--- src/rtl/cache_controller.sv ---
// Direct-mapped, write-through, one-word-per-line cache controller between a
// processor load/store port and a single-cycle main memory.
module cache_controller #(
    parameter int ADDR_BITS  = 5,
    parameter int INDEX_BITS = 3,
    parameter int CNT_BITS   = 8
) (
    input  logic                 clk,
    input  logic                 reset,
    input  logic [ADDR_BITS-1:0] cpu_address,
    input  logic [31:0]          cpu_wdata,
    input  logic                 cpu_read,
    input  logic                 cpu_write,
    output logic [31:0]          cpu_rdata,
    output logic                 cpu_ready,
    output logic [ADDR_BITS-1:0] mem_address,
    output logic [31:0]          mem_wdata,
    input  logic [31:0]          mem_rdata,
    output logic                 mem_write_signal,
    output logic                 mem_read_signal,
    output logic                 match,
    output logic [CNT_BITS-1:0]  hit_count,
    output logic [CNT_BITS-1:0]  miss_count,
    output logic [2:0]           state_dbg
);
    localparam int LINES    = 1 << INDEX_BITS;
    localparam int TAG_BITS = ADDR_BITS - INDEX_BITS;

    typedef enum logic [2:0] {
        IDLE   = 3'd0,
        MREAD  = 3'd1,
        MFILL  = 3'd2,
        MWRITE = 3'd3,
        RESP   = 3'd4
    } state_t;

    state_t               state, state_d;
    logic [LINES-1:0]     valid;
    logic [TAG_BITS-1:0]  tag_mem  [LINES];
    logic [31:0]          data_mem [LINES];

    logic [INDEX_BITS-1:0] index;
    logic [TAG_BITS-1:0]   tag;
    logic                  hit;

    logic                 ready_d, rd_d, wr_d, match_d;
    logic [31:0]          rdata_d, wdata_d;
    logic [ADDR_BITS-1:0] addr_d;
    logic                 hit_inc, miss_inc, fill_en, wr_hit_en;

    assign index     = cpu_address[INDEX_BITS-1:0];
    assign tag       = cpu_address[ADDR_BITS-1:INDEX_BITS];
    assign hit       = valid[index] && (tag_mem[index] == tag);
    assign state_dbg = state;

    // Handshake: cpu_read/cpu_write act as a request held (with stable address
    // and data) until the one-cycle cpu_ready pulse; a request still present
    // once the controller is back in IDLE is taken as a brand-new access.
    // Every output is a flop loaded with the value for the state being entered.
    always_comb begin
        state_d   = state;
        ready_d   = 1'b0;
        rd_d      = 1'b0;
        wr_d      = 1'b0;
        match_d   = 1'b0;
        addr_d    = '0;
        wdata_d   = '0;
        rdata_d   = cpu_rdata;
        hit_inc   = 1'b0;
        miss_inc  = 1'b0;
        fill_en   = 1'b0;
        wr_hit_en = 1'b0;
        case (state)
            IDLE: begin
                if (cpu_write) begin
                    state_d   = MWRITE;
                    wr_d      = 1'b1;
                    addr_d    = cpu_address;
                    wdata_d   = cpu_wdata;
                    match_d   = hit;
                    wr_hit_en = hit;
                end else if (cpu_read) begin
                    if (hit) begin
                        state_d = RESP;
                        ready_d = 1'b1;
                        rdata_d = data_mem[index];
                        match_d = 1'b1;
                        hit_inc = 1'b1;
                    end else begin
                        state_d  = MREAD;
                        rd_d     = 1'b1;
                        addr_d   = cpu_address;
                        miss_inc = 1'b1;
                    end
                end
            end
            MREAD: begin
                // Memory drove mem_rdata on the falling edge of this cycle.
                state_d = MFILL;
                rdata_d = mem_rdata;
                fill_en = 1'b1;
            end
            MFILL: begin
                state_d = RESP;
                ready_d = 1'b1;
            end
            MWRITE: begin
                state_d = RESP;
                ready_d = 1'b1;
            end
            RESP: begin
                state_d = IDLE;
            end
            default: begin
                state_d = IDLE;
            end
        endcase
    end

    always_ff @(posedge clk) begin
        if (reset) begin
            state            <= IDLE;
            valid            <= '0;
            cpu_ready        <= 1'b0;
            cpu_rdata        <= '0;
            mem_address      <= '0;
            mem_wdata        <= '0;
            mem_read_signal  <= 1'b0;
            mem_write_signal <= 1'b0;
            match            <= 1'b0;
            hit_count        <= '0;
            miss_count       <= '0;
        end else begin
            state            <= state_d;
            cpu_ready        <= ready_d;
            cpu_rdata        <= rdata_d;
            mem_address      <= addr_d;
            mem_wdata        <= wdata_d;
            mem_read_signal  <= rd_d;
            mem_write_signal <= wr_d;
            match            <= match_d;
            if (fill_en) begin
                valid[index] <= 1'b1;
            end
            if (hit_inc && (hit_count != {CNT_BITS{1'b1}})) begin
                hit_count <= hit_count + 1'b1;
            end
            if (miss_inc && (miss_count != {CNT_BITS{1'b1}})) begin
                miss_count <= miss_count + 1'b1;
            end
        end
    end

    // Tags and data are not reset; clearing valid is enough to invalidate.
    always_ff @(posedge clk) begin
        if (fill_en) begin
            tag_mem[index]  <= tag;
            data_mem[index] <= mem_rdata;
        end else if (wr_hit_en) begin
            data_mem[index] <= cpu_wdata;
        end
    end

endmodule

--- config.mk ---
export PLATFORM = sky130hd
export DESIGN_NAME = cache_controller
export DESIGN_NICKNAME = d
export VERILOG_FILES = /design/src/rtl/cache_controller.sv
export SDC_FILE = /design/constraint.sdc
export NUM_CORES = 1
export LEC_CHECK = 0
export ABC_AREA = 0
export BUFFER_PORTS_ARGS = -buffer_cell sky130_fd_sc_hd__clkbuf_2
export CORE_ASPECT_RATIO = 0.5
export CORE_MARGIN = 1
export CORE_UTILIZATION = 60
export CTS_BUF_LIST = sky130_fd_sc_hd__clkbuf_2 sky130_fd_sc_hd__clkbuf_4 sky130_fd_sc_hd__clkbuf_8
export CTS_CLUSTER_SIZE = 20
export DETAILED_ROUTE_END_ITERATION = 16
export PLACE_DENSITY = 0.85
export SKIP_CTS_REPAIR_TIMING = 1
export SLEW_MARGIN = 30
export SYNTH_ARGS = -nofsm -noshare
export SYNTH_HDL_FRONTEND = slang
export SYNTH_SLANG_ARGS = --single-unit
export TNS_END_PERCENT = 50
--- constraint.sdc ---
create_clock -name clk -period 13.45 [get_ports clk]
set_input_delay 2.69 -clock clk [delete_from_list [all_inputs] [get_ports clk]]
set_output_delay 2.69 -clock clk [all_outputs]
set_load 0.1 [all_outputs]
Yosys cells after proc, flatten, opt, wreduce, memory -nomap -nowiden
Memories as Yosys holds them, arrays and structs flattened.
Cells that the tools add are included.
{ "totals": {"out_inout_bits": 92, "elab_cells": 76, "ram_bits": 272, "regBits": 100, "mem_count": 2, "input_bits": 73} }
{ "mem_list": {"columns": ["memory", "depth", "word_bits", "rd", "rd_ports_with_merged_regs", "write_ports", "line_no", "source"], "rows": [
  ["data_mem", 8, 32, 1, 0, 1, "40", "logic [31:0] data_mem [LINES];"],
  ["tag_mem", 8, 2, 1, 0, 1, "39", "logic [TAG_BITS-1:0] tag_mem [LINES];"]
]} }
{ "op_classes": {"magnitude_cmp": 2, "mux": 35, "addsub": 2, "eq_ne": 10, "bitwise": 4, "n_reduce_logical": 10} }
{ "op_table": {"columns": ["cell", "count"], "rows": [
  ["$mux W32", 4],
  ["$pmux W32 S2", 1],
  ["$mux W1", 20],
  ["$add A8 B1 Y8 const B", 2],
  ["$ne A8 B8 Y1 const B", 2],
  ["$mux W5", 3],
  ["$mux W3", 3],
  ["$pmux W3 S3", 1],
  ["$or A8 B8 Y8", 1],
  ["$eq A3 B2 Y1 const B", 2],
  ["$ne A2 B2 Y1 const B", 3],
  ["$logic_and A1 B1 Y1", 4],
  ["$lt A3 B4 Y1 const B", 1],
  ["$reduce_and A4 Y1", 1],
  ["$reduce_or A2 Y1", 2],
  ["$bmux W1 S3", 1],
  ["$demux W1 S3", 1],
  ["$eq A3 B1 Y1 const B", 1],
  ["$ge A3 B1 Y1 const B", 1],
  ["$logic_not A3 Y1", 1],
  ["$ne A3 B3 Y1 const B", 1],
  ["$reduce_or A3 Y1", 1],
  ["$eq A2 B2 Y1", 1],
  ["$not A1 Y1", 2],
  ["3 further kinds", 3]
]} }

Logic depth before layout (Yosys ltp)
{ "depth": {"word_depth": 9, "mapped_depth": 11, "depth_no_buf": 6} }

Least setup slack after synthesis
Ideal clock, no wire load.
{ "synth_timing": {"path_type": "in2reg", "from": "input port cpu_address[0]", "to": "memory data_mem[3][0], enable pin", "path_slack_ns": 7.221, "path_buffers": 2, "t_arrival_ns": 5.804, "required_ns": 13.025, "path_stages": 8, "setup_ns": 0.425, "cell_sequence": "buf_6 buf_2 mux2i_1 o2bb2ai_1 or3_4 a2111oi_4 nor2_1 nor2b_1"} }
{ "synth_via": {"elab_chain_len": 9, "elab_cells_between_ends": 11, "classes_between": "eq/ne (1); mux (7); bitwise (1); reduce/logical (1); memory (1)"} }
{ "synth_rtl": {"columns": ["element", "line_no", "source"], "rows": [
  ["from (decl)", "10", "input logic [ADDR_BITS-1:0] cpu_address,"],
  ["$mem_v2 Z8 W2 or $bmux W1 S3 (tied branches)", null, null],
  ["$eq A2 B2 Y1 or $mux W1 (tied branches)", "53", "assign hit = valid[index] && (tag_mem[index] == tag);"],
  ["$logic_and A1 B1 Y1", "53", null],
  ["$mux W1", "75", "if (cpu_write) begin"],
  ["$mux W1", "73", "case (state)"],
  ["$mux W1", "159", "end else if (wr_hit_en) begin"],
  ["$mux W1", "156", "if (fill_en) begin"],
  ["$mux W1 (implied by the code)", "160", "data_mem[index] <= cpu_wdata;"],
  ["$or A1 B1 Y1 (no source line)", null, null],
  ["to (decl)", "40", null]
]} }
Parallel ways exist; a longest one is shown, timed or not. The select of a mux whose other input is x is not followed.

Worst setup path in the final report
{ "layout_timing": {"from": "input port cpu_address[2]", "to": "memory data_mem[4][18], enable pin"} }
The elaborated chain is that of the path after synthesis.

==> results.toml <==
[place]
gp_routability_congestion = 0.8240
placement.io_buffers = 164
place_inst = 1427
dp_hpwl_um = 22040

[logic_synthesis]
synth.top_cells.by_area = "sky130_fd_sc_hd__edfxtp_1, sky130_fd_sc_hd__dfxtp_1, sky130_fd_sc_hd__mux2_2"
yosys_register_bits = 372
synthFlopType = "sky130_fd_sc_hd__edfxtp_1"
number_of_flops_mapped_to_enable_cells_by_yosys = 272
synthesized_netlist_cell_count = 988
net_count_after_synthesis = 1063
yosys_warnings = 0
yosysUniqueCellTypes = 60
synth_top_cell_by_area = "sky130_fd_sc_hd__edfxtp_1"
netlist_area_sq_um = 14700
share_of_the_synthesized_area_in_the_top_cell_type_pct = 55.57
ys_seq_area_share_pct = 69.19
syn-mean-instance-area_sq_um = 14.88
ys_async_sr_fraction_pct = 0

[final_layout]
fill_cells = 1484
sequential_cell_area_sq_um = 10170
finalNonFillerCells = 1517
post-route-util_pct = 70.61
multi_input_comb_area_sq_um = 4323
layout-area-overhead-vs-synth_pct = 15.41
drive_gt1_share_pct = 29.12
num-nets-final = 1238
insertedDiodeCount = 0

[global_routing]
number_of_antenna_violations_at_the_first_check_in_global_routing = 0
leftover_overflow_at_the_end_of_global_routing = 0
grt_max_degree = 68
grt_usage_pct = 29.64
first_global_vias = 9727
first_pass_grt_wire_length_um = 56020
use_met3_pct = 6.937
global_route.peak_usage_layer = "met2"
met2_usage_pct = 47.19
globalRouteMet1Util_pct = 40.31

[setup_path]
reg2reg_to = "data_mem[4][18]"
end_kind = "register"
crit_path_start_kind = "input pin"
rr_startpoint = "tag_mem[5][1]"
critical_path.endpoint = "data_mem[4][18]"
critPathArrivalTime_ns = 7.20
ff2ff_path_depth = 9
worstPathRequired_ns = 13.70
worstSetupPathType = "input pin to register"
crit_path_start = "cpu_address[2]"
maximum_fanout_count_along_the_critical_path = 48
worst_setup_slack_for_register_to_register_paths_ns = 9.71

[clock_network]
cts_tree = "built"
clk_pin_slew_worst_paths_ns = 0.07
cts_h_tree_depth = 2
cts.sinks = 372
root_buffer_selected_by_cts = "sky130_fd_sc_hd__clkbuf_8"
cts-root-to-sink-buffers = 3
clock_latency_of_the_later_clocked_register_in_the_worst_skew_pair_ns = 0.60
tritoncts.num_buffers = 49

[timing]
setup_total_negative_slack_ns = 0
post-route-period-util_pct = 51.65
rsz_0062_raised_after_global_routing = "no"
tightest_slew_ns = 0.9786
final-setup-viol-count = 0
fmax_mhz = 143.9
finalMaxSlewViolations = 0
worst_slew_margin_rel_pct = 34.76
min_period_ns = 6.947
fin_worst_skew_ns = 0.01882
hold_violations = 0

[outcome]
status = "completed"

[floorplanning]
die_area_sq_um = 25160
initial_core_util_pct = 61.18
coreArea_sq_um = 24020
floorplan.rows = 40
fp.dieH_um = 112.7
die_width_um = 223.3
io-pin-count = 165

[routing]
detail_route.drc_violations = 0
drt-total-wl_um = 36980
ant_nets = 0
via_density = 6.440
detail_route.iter0.violations = 1274
dr.pass1.iters = 5
dr_total_vias = 9770
avgRoutedWirePerCell_um = 24.38

[hold_path]
min-delay-path-class = "register to register"

[power]
leakage_nw = 6.329
power-per-cell-area_nw_per_um2 = 142.8
vdd.ir_drop.worst_uv = 82.52

[run]
drv_cap = 0
## layout by cell type, fill, tap and decap left out, drive strengths merged, types with 4 or more instances in the layout
master | netlist | final
a211o | 7 | 7
a21oi | 20 | 20
a221o | 14 | 14
a221oi | 14 | 14
a222oi | 8 | 8
a22oi | 31 | 31
a311o | 5 | 5
and2 | 6 | 6
and3 | 43 | 43
buf | 27 | 25
clkbuf | 36 | 237
clkinv | 0 | 11
dfxtp | 100 | 100
edfxtp | 272 | 272
inv | 4 | 5
mux2 | 83 | 83
mux2i | 51 | 51
mux4 | 11 | 11
nand2 | 58 | 58
nand3 | 15 | 15
nand3b | 5 | 5
nand4 | 9 | 9
nor2 | 56 | 56
nor2b | 16 | 16
nor3 | 8 | 8
o211ai | 20 | 20
o21a | 8 | 8
o21ai | 15 | 15
o221ai | 4 | 4
o2bb2ai | 6 | 6
o31ai | 5 | 5
or3 | 6 | 6
or4 | 5 | 5
## metrics by stage
step                setup WS, ns  hold WS (ns)  instance area [sq um]  power (mW)
floorplan                  7.221        0.4352                  14700       1.498
global placement           6.042        0.4458                  15860       1.565
detailed placement         5.958        0.4524                  15960       1.575
CTS                        6.593        0.4683                  16960       2.426
global route               6.336        0.4819                  16960       2.491
finish                     6.503        0.4624                  16960       2.423
## how the worst min path moves through the flow
stage | from | endpoint | slack, ns | cells past startpoint
after floorplan | valid[7] | valid[7] | 0.44 | 1
after CTS | valid[7] | valid[7] | 0.47 | 1
final | valid[7] | valid[7] | 0.46 | 1
after global routing | cpu_rdata[22] | cpu_rdata[22] | 0.48 | 2
after global placement | cpu_rdata[5] | cpu_rdata[5] | 0.45 | 2
after detailed placement | valid[7] | valid[7] | 0.45 | 1
## cells by family after synthesis
family	share of synthesized area (%)
and+or+nand+nor	8.121
xor gates and xnor gates	0.05960
DFF	69.19
AOI/OAI and AO/OA	8.879
muxes	11.54
adders and majority gates	0.1702
buffers and inverters	2.035
## sequential cells by signal (all words and copies together) (netlist names)
signal and count:
hit_count 8, tag_mem 16, mem_write_signal 1, mem_address 5, data_mem 256, miss_count 8
cpu_rdata 32, cpu_ready 1, mem_read_signal 1, match 1, valid 8, mem_wdata 32
state_dbg 3
## area by class of cell
type | count | share of cell area (%)
repair buffers | 187 | 6.270
flip-flops and latches | 372 | 59.95
clock inverters | 15 | 0.5975
well taps | 315 | 2.324
inverters | 4 | 0.09589
clock buffers | 75 | 5.274
multi-input cells | 549 | 25.49
## routing by layer
metal  up-vias  wire length (um)
li1       4222                 -
met1      4809             14560
met2       654             17290
met3        85              4041
met4         0              1095
met5         -                 0
## report_power, final
group          internal, mW  switching [mW]  leakage [nW]
logic                0.0683           0.220          2.54
clock network         0.446           0.423         0.524
registers              1.26          0.0105          3.26
## cells in the mapped netlist, types with 16 or more instances
| cell type | instances |
|---|---|
| sky130_fd_sc_hd__and3_1 | 43 |
| sky130_fd_sc_hd__dfxtp_1 | 100 |
| sky130_fd_sc_hd__nor2b_1 | 16 |
| sky130_fd_sc_hd__mux2_1 | 31 |
| sky130_fd_sc_hd__a22oi_1 | 31 |
| sky130_fd_sc_hd__nand2_1 | 58 |
| sky130_fd_sc_hd__mux2_2 | 51 |
| sky130_fd_sc_hd__clkbuf_1 | 36 |
| sky130_fd_sc_hd__a21oi_1 | 19 |
| sky130_fd_sc_hd__mux2i_1 | 51 |
| sky130_fd_sc_hd__edfxtp_1 | 272 |
| sky130_fd_sc_hd__nor2_1 | 56 |
| sky130_fd_sc_hd__o211ai_1 | 20 |
## critical path, stage by stage
cell and delay, ns:
sky130_fd_sc_hd__buf_2 0.60, sky130_fd_sc_hd__buf_4 0.68, sky130_fd_sc_hd__nor2b_1 0.50, sky130_fd_sc_hd__o2bb2ai_1 0.20, sky130_fd_sc_hd__o21ai_0 0.29, sky130_fd_sc_hd__a2111oi_4 0.38
sky130_fd_sc_hd__buf_4 0.57, sky130_fd_sc_hd__nor2_1 0.11, sky130_fd_sc_hd__buf_4 0.23, sky130_fd_sc_hd__nor2_4 0.41, sky130_fd_sc_hd__buf_4 0.44
No activity file was read; power rests on OpenSTA's default activity.
